### config.mk
export PLATFORM = sky130hd
export DESIGN_NAME = fir_decim_requant
export DESIGN_NICKNAME = d
export VERILOG_FILES = /design/src/rtl/fir_decim_requant.sv
export SDC_FILE = /design/constraint.sdc
export NUM_CORES = 1
export LEC_CHECK = 0
export ABC_AREA = 1
export CELL_PAD_IN_SITES_DETAIL_PLACEMENT = 1
export CELL_PAD_IN_SITES_GLOBAL_PLACEMENT = 1
export CORE_MARGIN = 5
export CORE_UTILIZATION = 43
export DETAILED_ROUTE_END_ITERATION = 8
export HOLD_SLACK_MARGIN = 0.08
export PLACE_DENSITY_LB_ADDON = 0.1
export SYNTH_ARGS = -nofsm -noshare
export SYNTH_HDL_FRONTEND = slang
export SYNTH_SLANG_ARGS = --single-unit
### constraint.sdc
create_clock -name clk -period 6.7 [get_ports clk]
set_input_delay 2.01 -clock clk [delete_from_list [all_inputs] [get_ports clk]]
set_output_delay 2.01 -clock clk [all_outputs]
set_load 0.05 [all_outputs]
### src/rtl/fir_decim_requant.sv
// Decimate the Q30 FIR accumulator, round and saturate it to Q15, and queue
// the results in a first-word fall-through FIFO with a valid/ready output.
module fir_decim_requant #(
    parameter int DECIM      = 2,
    parameter int SHIFT      = 15,
    parameter int FIFO_DEPTH = 4
) (
    input  logic                                  clk,
    input  logic                                  rst,
    input  logic signed [31:0]                    din,
    input  logic                                  din_valid,
    output logic signed [15:0]                    dout,
    output logic                                  dout_valid,
    input  logic                                  dout_ready,
    output logic [$clog2(FIFO_DEPTH+1)-1:0]       fifo_level,
    output logic                                  sat_event,
    output logic                                  overflow_sticky
);

    localparam int PW = (DECIM > 1) ? $clog2(DECIM) : 1;
    localparam int AW = $clog2(FIFO_DEPTH);
    localparam int LW = $clog2(FIFO_DEPTH + 1);
    localparam logic [PW-1:0]     PHASE_LAST = PW'(DECIM - 1);
    localparam logic signed [32:0] ROUND     = 33'sd1 <<< (SHIFT - 1);

    logic [PW-1:0]       phase_q, phase_d;
    logic signed [15:0]  s1_data_q, s1_data_d;
    logic                s1_valid_q, s1_valid_d;
    logic                sat_q, sat_d;
    logic signed [15:0]  mem_q [FIFO_DEPTH];
    logic signed [15:0]  mem_d [FIFO_DEPTH];
    logic [AW-1:0]       wr_ptr_q, wr_ptr_d;
    logic [AW-1:0]       rd_ptr_q, rd_ptr_d;
    logic [LW-1:0]       count_q, count_d;
    logic                ovf_q, ovf_d;

    logic                keep;
    logic signed [32:0]  din_ext, rounded, shifted;
    logic                clip_hi, clip_lo;
    logic                full, pop, push_ok;

    // Stage 1: decimation phase plus round-half-up and saturation.
    always_comb begin
        keep    = din_valid && (phase_q == '0);
        phase_d = phase_q;
        if (din_valid) begin
            phase_d = (phase_q == PHASE_LAST) ? '0 : phase_q + 1'b1;
        end
        din_ext   = {din[31], din};
        rounded   = din_ext + ROUND;
        shifted   = rounded >>> SHIFT;
        clip_hi   = shifted > 33'sd32767;
        clip_lo   = shifted < -33'sd32768;
        s1_data_d = s1_data_q;
        if (keep) begin
            s1_data_d = clip_hi ? 16'sh7FFF : (clip_lo ? 16'sh8000 : shifted[15:0]);
        end
        s1_valid_d = keep;
        sat_d      = keep && (clip_hi || clip_lo);
    end

    // Stage 2: a push into a full FIFO still succeeds when the head leaves the same cycle.
    always_comb begin
        full     = (count_q == LW'(FIFO_DEPTH));
        pop      = dout_valid && dout_ready;
        push_ok  = s1_valid_q && (!full || pop);
        mem_d    = mem_q;
        if (push_ok) begin
            mem_d[wr_ptr_q] = s1_data_q;
        end
        wr_ptr_d = wr_ptr_q + AW'(push_ok);
        rd_ptr_d = rd_ptr_q + AW'(pop);
        count_d  = count_q + LW'(push_ok) - LW'(pop);
        ovf_d    = ovf_q || (s1_valid_q && full && !pop);
    end

    always_ff @(posedge clk) begin
        if (rst) begin
            phase_q    <= '0;
            s1_data_q  <= '0;
            s1_valid_q <= 1'b0;
            sat_q      <= 1'b0;
            wr_ptr_q   <= '0;
            rd_ptr_q   <= '0;
            count_q    <= '0;
            ovf_q      <= 1'b0;
            for (int i = 0; i < FIFO_DEPTH; i++) begin
                mem_q[i] <= '0;
            end
        end else begin
            phase_q    <= phase_d;
            s1_data_q  <= s1_data_d;
            s1_valid_q <= s1_valid_d;
            sat_q      <= sat_d;
            wr_ptr_q   <= wr_ptr_d;
            rd_ptr_q   <= rd_ptr_d;
            count_q    <= count_d;
            ovf_q      <= ovf_d;
            mem_q      <= mem_d;
        end
    end

    assign dout_valid      = (count_q != '0);
    assign dout            = dout_valid ? mem_q[rd_ptr_q] : '0;
    assign fifo_level      = count_q;
    assign sat_event       = sat_q;
    assign overflow_sticky = ovf_q;

endmodule

## Word-level counts from Yosys, hierarchy flattened

Cells that the tools add are included.

| operators by class | value |
|---|---|
| add/sub/neg operators | 6 |
| order comparisons | 5 |
| eq/ne operators | 1 |
| mux-type cells | 10 |
| bitwise logic cells | 3 |
| reduce and logical (&&, ||, !) cells | 13 |

Operators with widths:

| cell | number |
|---|---|
| $mux 16 | 6 |
| $bwmux 64 | 1 |
| $add 32x16->33 const B | 1 |
| $bmux 16 s2 | 1 |
| $demux 16 s2 | 1 |
| $gt 18x16->1 const B | 1 |
| $lt 18x16->1 const B | 1 |
| $logic_and 1x1->1 | 7 |
| $ge 3x3->1 const B | 2 |
| $not 2->3 | 2 |
| $add 2x1->2 | 2 |
| $add 3x1->3 | 1 |
| $eq 3x3->1 const B | 1 |
| $logic_or 1x1->1 | 3 |
| $lt 3x1->1 const B | 1 |
| $reduce_bool 3->1 | 1 |
| $sub 3x1->3 | 1 |
| $logic_not 1->1 | 2 |
| $add 1x1->1 const B | 1 |
| $mux 1 | 1 |
| $not 1->1 | 1 |

| storage, ports and cells | value |
|---|---|
| register bits after elaboration | 91 |
| input port bits | 36 |
| output and inout port bits | 22 |
| word-level logic and storage cells | 50 |

## Longest topological paths before layout

| depth | value |
|---|---|
| depth in word-level cells | 6 |
| mapped depth | 14 |
| depth with buffers taken out | 13 |

## Least setup slack after synthesis

No wires, ideal clock.

| path | value |
|---|---|
| path type | reg-to-output |
| start | register count_q[1], in the netlist fifo_level[1] |
| end | output port dout[10] |
| arrival | 2.530 ns |
| required time | 4.690 ns |
| setup slack | 2.160 ns |
| cell stages (with the launch flop) | 6 |
| path buffers | 1 |
| path through | dfxtp_1 nor2_1 nand2_1 clkinv_1 clkbuf_1 a21oi_1 |

| on the way | value |
|---|---|
| cells in the longest elaborated chain, start to end | 2 |

Ends and longest elaborated chain:

| item | line | RTL |
|---|---|---|
| start: declaration | 34 | `logic [LW-1:0] count_q, count_d;` |
| start signal: assignment | 97 | `count_q <= count_d;` |
| $reduce_bool 3->1 | 103 | `assign dout_valid = (count_q != '0);` |
| named net dout_valid | 13 | `output logic dout_valid,` |
| $mux 16 | 104 | `assign dout = dout_valid ? mem_q[rd_ptr_q] : '0;` |
| end: declaration | 12 | `output logic signed [15:0] dout,` |

The timed path passes the listed nets, and every way through them passes these cells.

## Worst setup path after layout

| path | value |
|---|---|
| start | register rd_ptr_q[0] |
| end | output port dout[5] |

| on the way | value |
|---|---|
| cells in the longest elaborated chain, start to end | 5 |

Ends and longest elaborated chain:

| item | line | RTL |
|---|---|---|
| start: declaration | 33 | `logic [AW-1:0] rd_ptr_q, rd_ptr_d;` |
| start signal: assignment | 96 | `rd_ptr_q <= rd_ptr_d;` |
| $not 2->3 (not written as such) | 104 |  |
| $bmux 16 s2 | 104 |  |
| $mux 16 (not written as such) (2 in series) | 104 |  |
| $mux 16 | 104 |  |

Every way passes these cells. The select of a mux whose other input is x is not followed.

==> results_dict.tcl <==
set metrics [dict create \
    outcome "completed" \
    drt-initial-drc-count 126 \
    finalSetupTns_ns 0 \
    drc 0 \
    clock_tree.buffer_depth 2 \
    io_buffers 43 \
    rows 37 \
    synth_common_cells "a21oi_1, inv_1, o21ai_0, dfxtp_1" \
    dp_hpwl_um 7870 \
    synth_flop_cell "dfxtp_1" \
    avgSynthCellArea_um2 7.01 \
    first_pass_iters 4 \
    crit_path_max_incr_delay_ns 0.87 \
    required_ns 4.69 \
    cts_tree "built" \
    yosys_warnings 0 \
    async_reset_ff_share_pct 0 \
    max_clock_freq_mhz 198 \
    grt_max_degree 40 \
    synth_edf_count 0 \
    htreeDepth 3 \
    worst_ep_arrival_time_ns 3.04 \
    worst_path_most_repeated_cell "a21oi_1" \
    min_period_ns 5.05 \
    io_pins 58 \
    syn-num-nets 672 \
    cts.sinks 91 \
    power.static_leakage_nw 1.99 \
    drive_above_1_share_pct 6.53 \
    drv_cap 0 \
    worstSetupPathType "flip-flop to output port" \
    cts_buffers 9 \
    worstPathMaxFanout 34 \
    setup_violations 0 \
    path_clk_slew_ns 0.09 \
    p_per_area_nw_per_um2 329 \
    drt-total-wl_um 11400 \
    fin_crit_sh_pct 75.4 \
    rsz0062_at_grt "false" \
    drv_slew 0 \
    start_util_pct 43.4 \
    fp.dieW_um 111 \
    drtAntennaViolNets 0 \
    wl_per_cell_um 14.3 \
    synth_area_um2 4420 \
    insertion_delay_ns 0.35 \
    worst_pin_slew_ns 1.17 \
    first_global_vias 4128 \
    hold_class "flip-flop to flip-flop" \
    synth_seq_cells 91 \
    grt.total_usage_pct 19.0 \
    hold_buffers 0 \
    peakVddDrop_mv 0.205 \
    syn_inst 630 \
    area_growth_pct 15.4 \
    synth-seq-area-share_pct 41.2 \
    cts_resized 0 \
    vias 4042 \
    root_buffer "clkbuf_8" \
    synthDistinctLibCells 29 \
    hold_viol 0 \
    core_area_um2 10200 \
    synth.top_cell.area_share_pct 41.2 \
    grt_pass1_wl_um 19700 \
    ys_top_cells_by_area "dfxtp_1, a21oi_1, o21ai_0, inv_1, nand2_1" \
    die_h_um 111 \
    die-area_um2 12400 \
    postCtsSetupBuffers 0 \
    timing.max_slew.rel_slack_pct 22.2 \
    fin_total_pwr_w 0.00168 \
    nNetsFinal 695 \
    gp_congestion 0.840 \
    antenna_found_initial 0 \
    crit_chain "buf_4 -> inv_1 -> a21oi_1 -> o21ai_0 -> a21oi_1 -> clkdlybuf4s50_1" \
    slowest_stage "clkdlybuf4s50_1" \
    grt_overflow 0 \
    end_kind "output port" \
    start_kind "flip-flop" \
    antennaDiodeCount 0 \
    synth_top_cell_by_area "dfxtp_1" \
    fin_skew_ns 0.0142 \
    vias_per_cell 5.09 \
    synth.most_common_cell "a21oi_1" \
]
## cell families (layout without fill, tap and decap cells)
family	after synthesis	after routing	share of synthesized area, %
simple gates	152	152	15.7
compound gates	217	217	24.7
buf+inv	149	177	13.6
xor+xnor	15	15	2.97
fa+ha+maj	6	6	1.87
flops	91	91	41.2
## cell type report
cell class	instances	area (um^2)
clock buffers	11	151
fillers	1332	5090
inverters	112	420
flip-flops and latches	91	1820
multi-input cells	390	2000
repair buffers	49	475
well taps	136	170
clock inverters	5	60.1
## state kept, by name (all words and copies together), names as in the netlist
signal	count
mem_q	64
s1_data_q	16
fifo_level	3
rd_ptr_q	2
wr_ptr_q	2
overflow_sticky	1
phase_q	1
s1_valid_q	1
sat_event	1
## per-stage QoR
stage,setup WS (ns),utilization (%),area [um^2],hold WS (ns),instances
finish,1.65,50.1,5100,0.446,794
detailed placement,1.94,48.0,4890,0.433,778
global route,1.35,50.1,5100,0.463,794
global placement,2.05,48.0,4890,0.427,778
CTS,1.65,50.1,5100,0.449,794
floorplan,2.16,-,4420,0.420,630
## routing by layer
metal | wire length (um) | part of all wire (%) | global-route usage, % | vias to the layer above
met5 | 0 | 0 | 0 | -
met4 | 146 | 1.3 | 5.43 | 0
met3 | 221 | 1.9 | 2.99 | 16
met2 | 5680 | 50 | 34.1 | 44
met1 | 5300 | 47 | 23.6 | 1925
li1 | - | - | - | 2057
## cells in the final DEF (no fill, tap or decap), types with 2 or more instances in the layout
cell type | netlist | layout
a21oi_1 | 116 | 116
buf_4 | 1 | 6
clkbuf_8 | 0 | 11
clkdlybuf4s50_1 | 0 | 43
clkinv_1 | 2 | 2
dfxtp_1 | 91 | 91
ha_1 | 5 | 5
inv_1 | 110 | 110
nand2_1 | 52 | 52
nand2_2 | 8 | 8
nand2_4 | 3 | 3
nand3_1 | 25 | 25
nand4_1 | 2 | 2
nor2_1 | 52 | 51
nor2_2 | 4 | 5
nor2_4 | 3 | 3
o21ai_0 | 99 | 99
xnor2_1 | 5 | 5
xor2_1 | 10 | 10
## final timing paths
path / from / end / slack (ns) / cells after the start
max: rd_ptr_q[0] / dout[5] / 1.65 / 6
min: mem_q[60] / mem_q[60] / 0.45 / 2
max reg2reg: fifo_level[1] / fifo_level[2] / 3.76 / 12
min reg2reg: mem_q[60] / mem_q[60] / 0.45 / 2
## report_power, final
group	switching, W	internal, W
Sequential	0.0000305	0.000579
Combinational	0.000470	0.000207
Clock	0.000196	0.000194
## critical path: cells and delay by family, from the launching register on
family          cells  cell delay (ns)
compound gates      3             0.64
buf+inv             3             1.71
flops               1             0.32
No activity file was read; power rests on OpenSTA's default activity.
